`src/rtl/seq_stack_unit.sv`:
```
`default_nettype none
// =============================================================================
// seq_stack_unit : program sequencer (PC + next-PC decode) with hardware return stack
// Revision 1.0
// =============================================================================
module seq_stack_unit #(
  parameter int              PC_W        = 11,
  parameter int              STACK_DEPTH = 2,
  parameter int              OVF_WRAP    = 1,
  parameter logic [PC_W-1:0] RST_VEC     = {PC_W{1'b1}}
) (
  input  logic            clk,
  input  logic            rst,
  input  logic            stall,
  input  logic [11:0]     instr,
  input  logic            z,
  input  logic            pcl_wr,
  input  logic [7:0]      f_in_data,
  input  logic [PC_W-9:0] pa,
  output logic [PC_W-1:0] pc,
  output logic [7:0]      pcl1,
  output logic [4:0]      stk_lvl,
  output logic            stk_ovf,
  output logic            stk_unf
);

  localparam int              PA_W    = PC_W - 8;
  localparam int              SP_W    = (STACK_DEPTH > 1) ? $clog2(STACK_DEPTH) : 1;
  localparam logic [SP_W-1:0] SP_LAST = SP_W'(STACK_DEPTH - 1);
  localparam logic [4:0]      LVL_MAX = 5'(STACK_DEPTH);
  localparam logic [PC_W-1:0] PC_ONE  = PC_W'(1);
  localparam logic [PC_W-1:0] PC_TWO  = PC_W'(2);
  localparam logic            WRAP_EN = (OVF_WRAP != 0);

  logic [PC_W-1:0] r_pc;
  logic [SP_W-1:0] r_sp;
  logic [4:0]      r_lvl;
  logic            r_ovf;
  logic            r_unf;
  logic [PC_W-1:0] r_mem [STACK_DEPTH];

  logic [PC_W-1:0] w_pc1;
  logic [PC_W-1:0] w_pc2;
  logic [SP_W-1:0] w_sp_inc;
  logic [SP_W-1:0] w_sp_dec;
  logic            w_full;
  logic            w_empty;
  logic            w_goto;
  logic            w_call;
  logic            w_ret;
  logic            w_skip;
  logic            w_push_wr;
  logic            w_unused_pa0;

  assign w_pc1    = r_pc + PC_ONE;
  assign w_pc2    = r_pc + PC_TWO;
  assign w_sp_inc = (r_sp == SP_LAST) ? '0 : r_sp + 1'b1;
  assign w_sp_dec = (r_sp == '0) ? SP_LAST : r_sp - 1'b1;
  assign w_full   = (r_lvl == LVL_MAX);
  assign w_empty  = (r_lvl == 5'd0);

  assign w_goto = (instr[11:9] == 3'b101);
  assign w_call = (instr[11:8] == 4'b1001);
  assign w_ret  = (instr[11:8] == 4'b1000);
  assign w_skip = ((instr[11:8] == 4'b0111) && !z) ||
                  ((instr[11:8] == 4'b0110) &&  z) ||
                  ((instr[11:6] == 6'b001111) && z) ||
                  ((instr[11:6] == 6'b001011) && z);

  // Only the upper page bits select the page; pa[0] has no role in addressing.
  assign w_unused_pa0 = pa[0];

  // A full non-wrapping stack drops the push entirely, so memory stays untouched.
  assign w_push_wr = !rst && !stall && w_call && (!w_full || WRAP_EN);

  always_ff @(posedge clk) begin
    if (w_push_wr) begin
      r_mem[r_sp] <= w_pc1;
    end
  end

  always_ff @(posedge clk) begin
    if (rst) begin
      r_pc  <= RST_VEC;
      r_sp  <= '0;
      r_lvl <= 5'd0;
      r_ovf <= 1'b0;
      r_unf <= 1'b0;
    end else if (!stall) begin
      if (w_goto) begin
        r_pc <= {pa[PA_W-1:1], instr[8:0]};
      end else if (w_call) begin
        r_pc <= {pa[PA_W-1:1], 1'b0, instr[7:0]};
        if (!w_full) begin
          r_sp  <= w_sp_inc;
          r_lvl <= r_lvl + 5'd1;
        end else begin
          r_ovf <= 1'b1;
          if (WRAP_EN) begin
            r_sp <= w_sp_inc;
          end
        end
      end else if (w_ret) begin
        if (!w_empty) begin
          r_pc  <= r_mem[w_sp_dec];
          r_sp  <= w_sp_dec;
          r_lvl <= r_lvl - 5'd1;
        end else begin
          r_pc  <= RST_VEC;
          r_unf <= 1'b1;
        end
      end else if (w_skip) begin
        r_pc <= w_pc2;
      end else if (pcl_wr) begin
        r_pc <= {pa[PA_W-1:1], 1'b0, f_in_data};
      end else begin
        r_pc <= w_pc1;
      end
    end
  end

  assign pc      = r_pc;
  assign pcl1    = w_pc1[7:0];
  assign stk_lvl = r_lvl;
  assign stk_ovf = r_ovf;
  assign stk_unf = r_unf;

endmodule
`default_nettype wire

```
`config.mk`:
```
export PLATFORM = sky130hd
export DESIGN_NAME = seq_stack_unit
export DESIGN_NICKNAME = d
export VERILOG_FILES = /design/src/rtl/seq_stack_unit.sv
export SDC_FILE = /design/constraint.sdc
export NUM_CORES = 1
export LEC_CHECK = 0
export ABC_AREA = 1
export BUFFER_PORTS_ARGS = -buffer_cell sky130_fd_sc_hd__buf_2
export CAP_MARGIN = 20
export CORE_MARGIN = 4
export CORE_UTILIZATION = 40
export CTS_BUF_LIST = sky130_fd_sc_hd__clkbuf_4 sky130_fd_sc_hd__clkbuf_8 sky130_fd_sc_hd__clkbuf_16
export CTS_CLUSTER_DIAMETER = 30
export DETAILED_ROUTE_END_ITERATION = 6
export HOLD_SLACK_MARGIN = 0.05
export PLACE_DENSITY = 0.59
export SKIP_LAST_GASP = 1
export SLEW_MARGIN = 15
export SYNTH_ARGS = -nofsm -noshare
export SYNTH_HDL_FRONTEND = slang
export SYNTH_SLANG_ARGS = --single-unit
```
`constraint.sdc`:
```
create_clock -name clk -period 1.9 [get_ports clk]
set_input_delay 0.19 -clock clk [delete_from_list [all_inputs] [get_ports clk]]
set_output_delay 0.19 -clock clk [all_outputs]
set_load 0.005 [all_outputs]
```
==> results.md, run 1 <==
* Register-to-register setup slack at between 200 and 250 ps
* Synth Register Bits at 41
* Pre-CTS setup slack at 131 ps
* Max Root-Sink Buffers at 2
* Final Util at 48.0%
* Post-synthesis sequential area ratio at 38.3%
* FP Rows at 29
* Vias in the first global route at 2525
* Synth Net Count at 413
* Worst r2r src: pc[2]
* P&R area growth vs syn at 14.6%
* Hold Vio Cnt, Final at 0
* Yosys cell types at 38
* Post-DP HPWL at around 5.4 mm
* Synth Cell Area at around 0.0027 mm^2
* Gpl congestion at 0.801
* Ant diodes at 0
* Hold Crit Depth at 5
* P per Cell Area at 687 mW/mm^2
* Worst Slack Setup Final at 112 ps
* Reg2reg end: pc[5]
* Post-Route WL at 7.09 mm
* Critical Path Source Type: flop
* RSZ-0062 raised after global routing: yes
* Fmax at 559 MHz
* CTS Buf Count at 5
* Largest net degree at the start of global routing at 16
* Top cell type's share of synthesized area at 24.3%
* Hold Crit Class: in -> reg
* Max Cap Viol at 0
* Final Net Count at approximately 460
* H-tree depth at 2
* Synth Instances at around 380
* YS warnings at 0
* Number of buffers added on ports at 52
* Min-Delay Endpoint: pc[4]
* Worst Path Required at 1710 ps
* Busiest layer in global routing: met2
* VDD IR max at ~0.23 mV
* # clock sinks at 41
* Initial core utilization at 41.9%
* Hold_buf cts at 0
* I/O pins at 54
* Hold Path Origin: instr[4]
* Worst skew pair latency at 300 ps
* Root Buffer: clkbuf_8
* Worst Reg-to-Reg Cells at 12
* Die Ht at 90.5 um
* Tightest Pin Transition at 427 ps
* M1 GR Usage at 24.0%
* DRT Pass-1 Iters at 4
* Minimum clock period at around 1800 ps
* Antenna violations before repair at 0
* Worst-path maximum fanout at 7
* Total GRT Usage at 18.3%
* DRC at 0
* Total power at 2.14 mW
* Commonest cells after routing, fill and taps aside: nand2_1 (131), buf_2 (52), nand3_1 (31)
* GR Util met3 at 3.67%
* First-pass GRT wire length at 12.2 mm
* Remaining Overflow, GRT at 0
* # setup viols final at 0
* Crit path DAT at between 1500 and 2000 ps
* Largest cells by area after synthesis: edfxtp_1 (24%), nand2_1 (18%), dfxtp_1 (14%), nand3_1 (5.9%), a21oi_1 (4.4%)
* Clock-pin slew on the worst setup and hold paths at 70 ps
* Pleak at 1.49 nW
* Layout cell share with drive strength beyond 1 at 22.6%
* Outcome: finished clean
* CTS tree: built
* Core area at 0.00649 mm^2
* Final TNS setup at 0 ps
* Die W at 90.5 um
* Routed Antenna Nets at 0
* Period utilization at 94.1%
* Die area at 0.00819 mm^2
* Met2 usage at between 20% and 30%
* Slew headroom at 71.5%
* Commonest non-fill, non-tap cell in the layout: nand2_1
* Avg Inst Size Synth at roughly 7.2 um^2
* Slew Viols, Final at 0
* Nature of the critical path endpoint: output pin
* Initial DRC count at 171
* Clock Skew at between 5 and 6 ps
* Routed WL per cell at 14.0 um
* Vias at 2507
* Top cell type by total area after synthesis: edfxtp_1
* Critical path class: reg -> out
* WHS at 184 ps
* Vias per cell at 4.94
[area by class of cell]
| type | count | area [um^2] |
|---|---|---|
| Fill cell | 669 | 3380 |
| Multi-Input combinational cell | 284 | 1410 |
| Sequential cell | 41 | 1050 |
| Timing Repair Buffer | 64 | 350 |
| Inverter | 33 | 125 |
| Tap cell | 77 | 96.3 |
| Clock buffer | 7 | 83.8 |
| Clock inverter | 1 | 5.00 |
[worst max-delay path: stages, from the launching register on]
cell and delay, ps:
dfxtp_4 390, ha_2 220, nand2_2 100, nor2_4 180, nand3_1 90, nand2_1 90
nand2_1 100, buf_2 140
[how the worst max path moves through the flow]
| stage | startpoint | to | slack [ps] | cells past startpoint |
|---|---|---|---|---|
| 2_1_floorplan | instr[10] | r_mem[0][0] | 360 | 7 |
| 5_1_grt | pc[3] | pcl1[6] | -10 | 5 |
| 4_1_cts | pc[1] | pcl1[6] | 20 | 6 |
| 6_report | pc[2] | pcl1[7] | 110 | 7 |
| 3_3_place_gp | instr[10] | stk_lvl[4] | 160 | 12 |
| 3_5_place_dp | instr[10] | stk_lvl[4] | 130 | 12 |
[power by group]
| group | leakage [nW] | switching [mW] | internal (mW) |
|---|---|---|---|
| Clock | 0.0491 | 0.300 | 0.287 |
| Sequential | 0.353 | 0.0392 | 0.977 |
| Combinational | 1.09 | 0.330 | 0.210 |
[kinds of logic (layout without fill, tap and decap cells)]
logic type,count (synthesis),after routing,synth area share (%)
compound gates,53,53,10.3
buf+inv,54,105,10.7
flops,41,41,38.3
simple gates,216,216,34.7
xor+xnor,8,8,2.57
mux,1,1,0.368
fa+ha+maj,6,6,3.03
[per-stage QoR]
stage               area, um^2  instances
floorplan                 2720        379
global placement          2990        497
detailed placement        2990        497
CTS                       3080        505
global route              3120        507
finish                    3120        507
[metal layers]
metal  up-vias  routed length [um]
li1       1318                   -
met4         0                  81
met2        69                3210
met5         -                   0
met1      1113                3400
met3         7                 395
[state kept, by name, indices dropped and copies added, names as in the netlist]
| name | count |
|---|---|
| stk_unf | 1 |
| stk_lvl | 5 |
| r_sp | 1 |
| stk_ovf | 1 |
| pc | 11 |
| r_mem | 22 |
[synthesized netlist by cell type (all sizes together)]
library cell  count
clkinv            1
nand3b            2
a41oi             1
a21oi            24
fa                1
ha                5
nand4             3
mux2i             1
xnor2             3
nand3            32
nor3              2
a211oi            1
buf              16
a31oi             2
inv              32
o21ai            22
o31ai             1
dlygate4sd1       1
o211ai            2
clkbuf            3
nand2           137
or2               1
edfxtp           22
xor2              5
dfxtp            19
dlygate4sd3       1
nor2             36
and2              3
[timing repair]
item,CTS,global route
gates resized for setup,4,7
endpoints found under the setup margin,2,4
setup buffers,0,2
pin swaps,0,1
No activity file was read; power rests on OpenSTA's default activity.
==> run 2, diff against run 1 <==
- BUFFER_PORTS_ARGS: -buffer_cell sky130_fd_sc_hd__buf_2 -> unset
- CAP_MARGIN: 20 -> 0
- CORE_UTILIZATION: 40 -> 54
- DONT_BUFFER_PORTS: unset -> 1
- PLACE_DENSITY: 0.59 -> 0.67
==> results.md, run 2 (synthesis results as in run 1) <==
* Clock-pin slew on the worst setup and hold paths at 80 ps (about the same)
* VDD IR max at 0.420 mV (+80%)
* GR Util met3 at 6.12% (+2.5 points)
* Nature of the critical path endpoint: output pin
* Largest stage delay, worst path at 410 ps (+20 ps)
* Remaining Overflow, GRT at 0 (unchanged)
* Max Root-Sink Buffers at 2 (unchanged)
* Critical Path Source Type: flop
* Routed Antenna Nets at 0 (unchanged)
* Register name with the most flops: r_mem
* Root Buffer: clkbuf_8
* FP Rows at 25 (-14%)
* Hold Crit Class: in -> reg
* Initial core utilization at 56.5% (+15 points)
* Largest net degree at the start of global routing at 16 (unchanged)
* Met2 usage at 36.8% (+7.0 points)
* Pleak at 1.33 nW (-11%)
* Commonest cells after routing, fill and taps aside: nand2_1 (132), nand3_1 (31), nor2_1 (30)
* Slew Viols, Final at 0 (unchanged)
* Die area at 0.00624 mm^2 (-24%)
* CTS Buf Count at 5 (unchanged)
* Routed WL per cell at 15.2 um (+8.4%)
* Worst-path maximum fanout at 4 (-3)
* First-pass GRT wire length at 11.0 mm (-10%)
* Multi-input logic area at 0.00140 mm^2 (-0.44%)
* Final TNS setup at 0 ps (unchanged)
* P per Cell Area at 773 mW/mm^2 (+12%)
* Clock Skew at 6.30 ps (+0.707 ps)
* Sw Share at 28.9% (-2.3 points)
* Fmax at 568 MHz (+1.6%)
* Vias in the first global route at 2192 (-13%)
* H-tree depth at 2 (unchanged)
* Logic gate share of total power at 22.4% (-2.8 points)
* Core area at 0.00482 mm^2 (-26%)
* I/O pins at 54 (unchanged)
* Die W at 79.0 um (-13%)
* RSZ-0062 raised after global routing: no
* Vias per cell at 5.24 (+6.0%)
* Commonest non-fill, non-tap cell in the layout: nand2_1
* Vias at 2374 (-5.3%)
* Die Ht at 79.0 um (-13%)
* Worst path bufs/invs at 1 (unchanged)
* Post-Route WL at 6.87 mm (-3.2%)
* Internal power at 1.60 mW (+8.9%)
* # setup viols final at 0 (unchanged)
* Worst-path cell chain: ha_1 -> nand2_2 -> nor2_1 -> nand2_1 -> nand2_1 -> nand2_1 -> buf_4
* Clock share of power at 32.9% (+5.5 points)
* Period utilization at 92.6% (-1.5 points)
* Psw at 652 uW (-2.6%)
* Post-DP HPWL at 5.13 mm (-5.6%)
* Critical path's most frequent cell: nand2_1
* DRT Pass-1 Iters at 4 (unchanged)
* Total GRT Usage at 22.8% (+4.5 points)
* Antenna violations before repair at 0 (unchanged)
* WHS at 93.7 ps (-90.3 ps)
* P&R area growth vs syn at 7.31%
* Hold Vio Cnt, Final at 0 (unchanged)
* M1 GR Usage at 30.4% (+6.4 points)
* Slew headroom at 62.1% (-9.4 points)
* CTS tree: built
* Tightest Pin Transition at 567 ps (+140 ps)
* Flop pwr share at 44.8% (-2.6 points)
* Crit-path slowest cell: dfxtp_1
* Max FFs per register at 22 (unchanged)
* Outcome: finished clean
* Gpl congestion at 0.886 (+11%)
* Crit path DAT at 1570 ps (-30 ps)
* Top delay family on crit path: simple AND/OR/NAND/NOR gates
* Ant diodes at 0 (unchanged)
* Busiest layer in global routing: met2
* Minimum clock period at 1760 ps (-28.2 ps)
* Layout cell share with drive strength beyond 1 at 11.9% (-11 points)
* Final Util at 60.6% (+13 points)
* Max Cap Viol at 0 (unchanged)
* Number of buffers added on ports at 0 (-100%)
* Critical path class: reg -> out
* Initial DRC count at 210 (+23%)
* Register area at 0.00104 mm^2 (-0.72%)
* Worst Path Required at 1710 ps (about the same)
* DRC at 0 (unchanged)
* Fillers at 478 (-29%)
* Worst skew pair latency at 290 ps (about the same)
* Final Net Count at 419 (-9.5%)
* # clock sinks at 41 (unchanged)
run 2: changes by cell type in the layout (fill, tap and decap cells not counted), moves of 2 or more:
| cell | change |
|---|---|
| dfxtp_1 | +2 |
| ha_2 | -2 |
| ha_1 | +2 |
| nor2_2 | +2 |
| dlygate4sd3_1 | +2 |
| dfxtp_4 | -2 |
| buf_4 | +5 |
| buf_2 | -52 |
run 2: timing repair:
action                                  4_1_cts  5_1_grt
hold endpoints to repair                     14        0
endpoints found under the setup margin        0        5
resized for setup                             0        3
hold buffers                                  2        0
buffers inserted                              0        3
run 2: path summary, 6_finish.rpt:
path / startpoint / endpoint / slack (ps) / depth (start not counted)
setup / recovery: pc[1] / pcl1[5] / 140 / 7
hold / removal: instr[5] / pc[5] / 90 / 4
setup reg to reg: pc[1] / pc[9] / 210 / 12
hold reg to reg: stk_unf / stk_unf / 510 / 2
run 2: power groups by stage:
stage	combinational [mW]	clock [mW]	sequential, mW
after global routing	0.575	0.802	1.01
after CTS	0.475	0.763	1.01
after detailed placement	0.463	0	1.03
after global placement	0.454	0	1.03
final	0.504	0.741	1.01
after floorplan	0.402	0	1.02
run 2: area by class of cell:
cell class	count	area share [%]
Clock buffer	7	3.08
Clock inverter	1	1.03
Inverter	33	4.28
Multi-Input combinational cell	285	48.0
Sequential cell	41	35.6
Tap cell	67	2.87
Timing Repair Buffer	19	5.06
run 2: stage by stage:
step,setup WS (ps),cell area [um^2],cells,total power [mW]
final,140,2920,453,2.26
after detailed placement,192,2740,439,1.49
after global placement,226,2740,439,1.48
after floorplan,360,2720,379,1.42
after CTS,111,2880,449,2.25
after global routing,26.7,2920,453,2.39
run 2: metal layers:
layer / part of all wire [%] / up-vias
li1: - / 1233
met1: 47 / 1076
met2: 46 / 58
met3: 6.9 / 7
met4: 0.96 / 0
met5: 0 / -
run 2: tightest hold or removal path: stages:
cell and delay (ps):
nand2_1 30, nand2_1 50, nand2_1 40, nand2_1 40
